--- src/rtl/chess_pkg.sv ---
// Shared constants and types for the move gatherer: direction indices,
// word field positions, piece codes and the scan FSM states.
package chess_pkg;
  localparam int NUM_DIRS = 16;
  localparam int NUM_RAYS = 8;
  localparam int NUM_KNIGHTS = 8;

  localparam int DIR_U   = 0;
  localparam int DIR_D   = 1;
  localparam int DIR_L   = 2;
  localparam int DIR_R   = 3;
  localparam int DIR_UL  = 4;
  localparam int DIR_UR  = 5;
  localparam int DIR_DL  = 6;
  localparam int DIR_DR  = 7;
  localparam int DIR_UUL = 8;
  localparam int DIR_UUR = 9;
  localparam int DIR_LLU = 10;
  localparam int DIR_RRU = 11;
  localparam int DIR_DDL = 12;
  localparam int DIR_DDR = 13;
  localparam int DIR_LLD = 14;
  localparam int DIR_RRD = 15;

  localparam int RAY_W         = 11;
  localparam int RAY_VALID_BIT = 10;
  localparam int RAY_FROM_LSB  = 4;
  localparam int RAY_PIECE_LSB = 0;
  localparam int KN_W          = 8;
  localparam int KN_VALID_BIT  = 7;
  localparam int KN_RSVD_BIT   = 6;
  localparam int KN_FROM_LSB   = 0;

  localparam logic [3:0] PIECE_NONE   = 4'd0;
  localparam logic [3:0] PIECE_PAWN   = 4'd1;
  localparam logic [3:0] PIECE_KNIGHT = 4'd2;
  localparam logic [3:0] PIECE_BISHOP = 4'd3;
  localparam logic [3:0] PIECE_ROOK   = 4'd4;
  localparam logic [3:0] PIECE_QUEEN  = 4'd5;
  localparam logic [3:0] PIECE_KING   = 4'd6;

  typedef enum logic [2:0] {IDLE, FETCH, CAPTURE, SERIAL, FINISH} state_t;

  typedef struct packed {
    logic [5:0] from;
    logic [5:0] to;
    logic [3:0] piece;
  } move_t;

  // Index of the lowest set bit; 0 when the mask is empty.
  function automatic logic [3:0] lowest_set(input logic [NUM_DIRS-1:0] m);
    lowest_set = 4'd0;
    for (int i = NUM_DIRS - 1; i >= 0; i--) begin
      if (m[i]) lowest_set = 4'(i);
    end
  endfunction
endpackage

--- src/rtl/move_fifo.sv ---
// Synchronous FIFO with wrap-bit pointers; head word is read combinationally
// and forced to zero while empty so the outputs are clean after reset.
module move_fifo #(
  parameter int DEPTH = 16,
  parameter int WIDTH = 16
) (
  input  logic             clk,
  input  logic             srst,
  input  logic             push,
  input  logic [WIDTH-1:0] wdata,
  input  logic             pop,
  output logic [WIDTH-1:0] rdata,
  output logic             full,
  output logic             empty
);
  localparam int AW = $clog2(DEPTH);

  logic [WIDTH-1:0] mem_q [DEPTH];
  logic [AW:0]      wr_ptr_q, wr_ptr_d, rd_ptr_q, rd_ptr_d;
  logic             do_push, do_pop;

  assign empty = (wr_ptr_q == rd_ptr_q);
  assign full  = (wr_ptr_q[AW] != rd_ptr_q[AW]) &&
                 (wr_ptr_q[AW-1:0] == rd_ptr_q[AW-1:0]);
  assign rdata = empty ? '0 : mem_q[rd_ptr_q[AW-1:0]];

  always_comb begin
    do_push  = push && !full;
    do_pop   = pop && !empty;
    wr_ptr_d = wr_ptr_q + {{AW{1'b0}}, do_push};
    rd_ptr_d = rd_ptr_q + {{AW{1'b0}}, do_pop};
  end

  always_ff @(posedge clk) begin
    if (srst) begin
      wr_ptr_q <= '0;
      rd_ptr_q <= '0;
    end else begin
      wr_ptr_q <= wr_ptr_d;
      rd_ptr_q <= rd_ptr_d;
    end
  end

  always_ff @(posedge clk) begin
    if (do_push) mem_q[wr_ptr_q[AW-1:0]] <= wdata;
  end
endmodule

--- src/rtl/move_gatherer.sv ---
// Scans all 64 squares through the registered board mux and serializes every
// valid incoming move word into the output FIFO in direction order.
module move_gatherer
  import chess_pkg::*;
#(
  parameter int FIFO_DEPTH = 16
) (
  input  logic         clk,
  input  logic         clear,
  input  logic         start,
  output logic [5:0]   sqSel,
  input  logic [175:0] rayMoves,
  input  logic [127:0] knightMoves,
  output logic         mvValid,
  input  logic         mvReady,
  output logic [5:0]   mvFrom,
  output logic [5:0]   mvTo,
  output logic [3:0]   mvPiece,
  output logic         busy,
  output logic         done,
  output logic [7:0]   moveCount
);
  state_t                state_q, state_d;
  logic [5:0]            sq_idx_q, sq_idx_d;
  logic [NUM_DIRS-1:0]   pending_q, pending_d;
  logic [7:0]            count_q, count_d;
  logic [5:0]            from_q [NUM_DIRS];
  logic [5:0]            from_d [NUM_DIRS];
  logic [3:0]            piece_q [NUM_DIRS];
  logic [3:0]            piece_d [NUM_DIRS];

  logic [5:0]            cap_from [NUM_DIRS];
  logic [3:0]            cap_piece [NUM_DIRS];
  logic [NUM_DIRS-1:0]   cap_valid;

  logic [3:0]            sel;
  logic                  push;
  move_t                 push_data, head;
  logic                  fifo_full, fifo_empty;

  // Bits 0-7 are the ray words, bits 8-15 the knight words, in direction order.
  for (genvar gi = 0; gi < NUM_RAYS; gi++) begin : g_unpack
    logic [RAY_W-1:0] rw;
    logic [KN_W-1:0]  kw;
    logic             unused_rsvd;
    assign rw                     = rayMoves[gi*RAY_W +: RAY_W];
    assign kw                     = knightMoves[gi*KN_W +: KN_W];
    assign cap_valid[gi]          = rw[RAY_VALID_BIT];
    assign cap_from[gi]           = rw[RAY_FROM_LSB +: 6];
    assign cap_piece[gi]          = rw[RAY_PIECE_LSB +: 4];
    assign cap_valid[gi+NUM_RAYS] = kw[KN_VALID_BIT];
    assign cap_from[gi+NUM_RAYS]  = kw[KN_FROM_LSB +: 6];
    assign cap_piece[gi+NUM_RAYS] = PIECE_KNIGHT;
    assign unused_rsvd            = kw[KN_RSVD_BIT];
  end

  always_comb begin
    state_d   = state_q;
    sq_idx_d  = sq_idx_q;
    pending_d = pending_q;
    count_d   = count_q;
    from_d    = from_q;
    piece_d   = piece_q;
    push      = 1'b0;
    sel       = lowest_set(pending_q);
    case (state_q)
      IDLE: begin
        if (start) begin
          sq_idx_d = '0;
          count_d  = '0;
          state_d  = FETCH;
        end
      end
      FETCH: state_d = CAPTURE;
      CAPTURE: begin
        from_d    = cap_from;
        piece_d   = cap_piece;
        pending_d = cap_valid;
        state_d   = SERIAL;
      end
      SERIAL: begin
        if (pending_q != '0) begin
          // A full FIFO simply stalls here with the pending mask intact.
          if (!fifo_full) begin
            push           = 1'b1;
            pending_d[sel] = 1'b0;
            if (count_q != 8'hFF) count_d = count_q + 8'd1;
          end
        end else if (sq_idx_q == 6'd63) begin
          state_d = FINISH;
        end else begin
          sq_idx_d = sq_idx_q + 6'd1;
          state_d  = FETCH;
        end
      end
      FINISH: begin
        sq_idx_d = '0;
        state_d  = IDLE;
      end
      default: state_d = IDLE;
    endcase
  end

  always_ff @(posedge clk) begin
    if (clear) begin
      state_q   <= IDLE;
      sq_idx_q  <= '0;
      pending_q <= '0;
      count_q   <= '0;
    end else begin
      state_q   <= state_d;
      sq_idx_q  <= sq_idx_d;
      pending_q <= pending_d;
      count_q   <= count_d;
    end
  end

  always_ff @(posedge clk) begin
    from_q  <= from_d;
    piece_q <= piece_d;
  end

  assign push_data = '{from: from_q[sel], to: sq_idx_q, piece: piece_q[sel]};

  move_fifo #(
    .DEPTH (FIFO_DEPTH),
    .WIDTH ($bits(move_t))
  ) u_fifo (
    .clk   (clk),
    .srst  (clear),
    .push  (push),
    .wdata (push_data),
    .pop   (mvReady),
    .rdata (head),
    .full  (fifo_full),
    .empty (fifo_empty)
  );

  assign mvValid   = !fifo_empty;
  assign mvFrom    = head.from;
  assign mvTo      = head.to;
  assign mvPiece   = head.piece;
  assign sqSel     = sq_idx_q;
  assign busy      = (state_q != IDLE);
  assign done      = (state_q == FINISH);
  assign moveCount = count_q;
endmodule

--- config.mk ---
export PLATFORM = sky130hd
export DESIGN_NAME = move_gatherer
export DESIGN_NICKNAME = d
export VERILOG_FILES = /design/src/rtl/chess_pkg.sv /design/src/rtl/move_fifo.sv /design/src/rtl/move_gatherer.sv
export SDC_FILE = /design/constraint.sdc
export NUM_CORES = 1
export LEC_CHECK = 0
export ABC_CLOCK_PERIOD_IN_PS = 10700
export BUFFER_PORTS_ARGS = -buffer_cell sky130_fd_sc_hd__buf_4
export CAP_MARGIN = 30
export CORE_AREA = 8 8 187 189
export DETAILED_ROUTE_END_ITERATION = 10
export DIE_AREA = 0 0 195 197
export PLACE_DENSITY = 0.79
export RECOVER_POWER = 25
export SETUP_SLACK_MARGIN = 0.3
export SKIP_LAST_GASP = 1
export SYNTH_ARGS = -nofsm -noshare
export SYNTH_HDL_FRONTEND = slang
export SYNTH_HIERARCHICAL = 1
export SYNTH_SLANG_ARGS = --single-unit
--- constraint.sdc ---
create_clock -name clk -period 10.7 [get_ports clk]
set_input_delay 0.535 -clock clk [delete_from_list [all_inputs] [get_ports clk]]
set_output_delay 0.535 -clock clk [all_outputs]
set_load 0.01 [all_outputs]
==> flow_summary.toml <==
[run_status]
outcome = "complete, no violations"

[clock_network]
holdBufCountCts = 0
clk_latency_ns = 0.54
cts_sinks = 427
cts.htree.levels = 2
cts_tree = "done"
cts_resized = 0
numCtsBuffers = 42
cts_setup_buffers = 0
cts_buffer_depth = 3
clkSlewWorstSetupHoldPaths_ns = 0.06
clockRootBuffer = "clkbuf_16"

[route]
initialDrtViolationCount = 956
dr.pass1.iters = 5
ant_nets = 0
vias_per_cell = 6.07
avgRoutedWirePerCell_um = 24.0
drc = 0
vias = 9876
wirelength_um = 39000

[sta]
period_share_pct = 42.1
hold_violations = 0
drv_slew = 0
slew_headroom_pct = 31.6
timing.fmax_mhz = 222
fin_tns_setup_ns = 0
max_slew.worst_pin.slew_ns = 1.01
worst_slack_ns = 6.20
finalSetupViolCount = 0
period_needed_ns = 4.50
finalClockSkew_ns = 0.0170
rsz0062_at_grt = "no"
whs_ns = 0.185

[finish]
utilization_pct = 63.9
drive_gt1_share_pct = 27.6
fin_area_sq_um = 20500
fin_nets = 1504
layoutNonFillerInstCount = 1628
n_fill_cell = 2180
syn2layout_area_growth_pct = 17.7
n_antenna_cell = 0

[flow_run]
drv_cap = 0

[yosys]
ys_ff_latch = 427
synth_ff_type = "edfxtp_1"
synth_area_leader_cell = "edfxtp_1"
synth_edf_count = 384
yosysTopAreaCellShare_pct = 66.3
yosysWarnings = 6
netlist_top_cells_area = "edfxtp_1 66%, mux4_1 5.1%, dfxtp_1 4.9%"
synthTopCellsByCount = "384 x edfxtp_1, 51 x a22oi_1, 49 x nand2_1, 43 x dfxtp_1, 43 x mux2i_1"
synth_area_sq_um = 17400
syn_nets = 1312
ys_seq_area_share_pct = 71.3
syn_inst = 998
postSynthAreaPerCell_sq_um = 17.4
yosysUniqueCellTypes = 63
async_flop_share_pct = 0
yosysMostFrequentCell = "edfxtp_1"

[grt]
grt_util_met3_pct = 4.83
top_usage_layer = "met2"
met2_usage_pct = 33.5
antenna_found_initial = 0
grt_pass1_wl_um = 59400
grt-ovfl-total = 0
grt_use_total_pct = 20.1
met1_usage_pct = 26.0
grt_max_degree = 68
grt_pass1_vias = 10200

[min_path]
whs_endpoint = "piece_q[33]"
hold_class = "input pin to flop"
min_path_cells = 1
hp-start = "rayMoves[78]"

[critical_path]
critPathKind = "flop to flop"
max_stage_delay_ns = 0.91
cpMostUsedCell = "buf_4"
start_kind = "flop"
path_buf_inv = 4
worstPathArrival_ns = 4.73
reg2regPathDepth = 10
r2r_start = "u_fifo/rd_ptr_q[1]"
path_cells = "buf_4, xor2_1, nor4_4, buf_4, and2_1, nand2b_1, nor2_1, clkinv_1, a211oi_2, buf_4"
r2r-end = "u_fifo/mem_q[15][13]"
end_kind = "flop"
r2r_setup_slack_ns = 6.20
crit_fanout = 67
path_delay_family = "buffers and inverters"
worst_ep_required_time_ns = 10.93
crit_slowest_cell = "a211oi_2"

[floorplanning]
die_x_um = 195
core-area_sq_um = 32000
die_area_sq_um = 38400
die_h_um = 197
num_rows = 66
num_io_pins = 341
initial_utilization_pct = 54.3

[pwr]
leakage_nw = 7.12
power_density_nw_per_um2 = 190
ir_drop_uv = 167
power_mw = 3.89

[place]
place_ws_ns = 6.21
io_buffer_count = 180
dp.cells = 1553
placed_cell_area_sq_um = 19200
dp_hpwl_um = 25300
gp_congestion = 0.836
[where the power goes]
| part | internal [mW] | total (mW) | switching [mW] |
|---|---|---|---|
| Combinational | 0.195 | 0.525 | 0.331 |
| Sequential | 1.97 | 1.99 | 0.0239 |
| Clock | 0.778 | 1.37 | 0.597 |
[sequential cells by signal, indices dropped and copies added (netlist names)]
name,flops
from_q,96
moveCount,8
pending_q,16
piece_q,32
sqSel,6
state_q,3
u_fifo/mem_q,256
u_fifo/rd_ptr_q,5
u_fifo/wr_ptr_q,5
[placed cells by master (no fill, tap or decap), types with 7 or more instances in the layout]
cell type / n
a211oi_2: 14
a21oi_1: 33
a22oi_1: 51
a31oi_1: 7
and2_1: 7
buf_4: 81
clkbuf_1: 21
clkbuf_16: 42
clkbuf_4: 119
clkinv_2: 8
dfxtp_1: 41
edfxtp_1: 384
inv_1: 9
mux2_2: 15
mux2i_1: 43
mux4_1: 34
mux4_2: 30
nand2_1: 49
nand3_1: 14
nand4_1: 13
nor2_1: 41
nor2b_1: 15
o21ai_0: 17
o22ai_1: 10
xor2_1: 16
[metal layers]
layer  share of wire (%)  up-vias
li1                    -     4428
met1                  40     4890
met2                  49      486
met3                 8.5       72
met4                 2.2        0
met5                   0        -
[cells by family (layout without fill, tap and decap cells)]
kind of cell,Yosys count,in the layout,share of synthesized area (%)
XOR/XNOR,20,20,1.01
adder cells (fa/ha/maj),6,6,0.432
AO/OA/AOI/OAI,179,179,7.33
AND/OR/NAND/NOR,169,169,4.80
flip-flops,427,427,71.3
multiplexers,123,123,12.5
buffers and inverters,74,296,2.65
[how the worst max path moves through the flow]
stage | end | startpoint | depth (start not counted) | slack, ns
detailed placement | u_fifo/mem_q[15][11] | u_fifo/rd_ptr_q[1] | 10 | 6.21
CTS | u_fifo/mem_q[15][14] | u_fifo/rd_ptr_q[1] | 10 | 6.17
finish | u_fifo/mem_q[15][13] | u_fifo/rd_ptr_q[1] | 10 | 6.20
floorplan | from_q[0] | state_q[2] | 5 | 5.45
global route | u_fifo/mem_q[15][14] | u_fifo/rd_ptr_q[1] | 10 | 5.90
global placement | u_fifo/mem_q[15][11] | u_fifo/rd_ptr_q[1] | 10 | 6.26
[cell type report]
cell class	count	area (sq um)	area share (%)
flip-flops and latches	427	12400	60.6
clock inverters	20	179	0.874
repair buffers	212	1590	7.78
multi-input cells	497	4650	22.7
inverters	10	37.5	0.183
clock buffers	54	1100	5.36
well taps	408	510	2.49
Power figures use the tool's default switching activity.
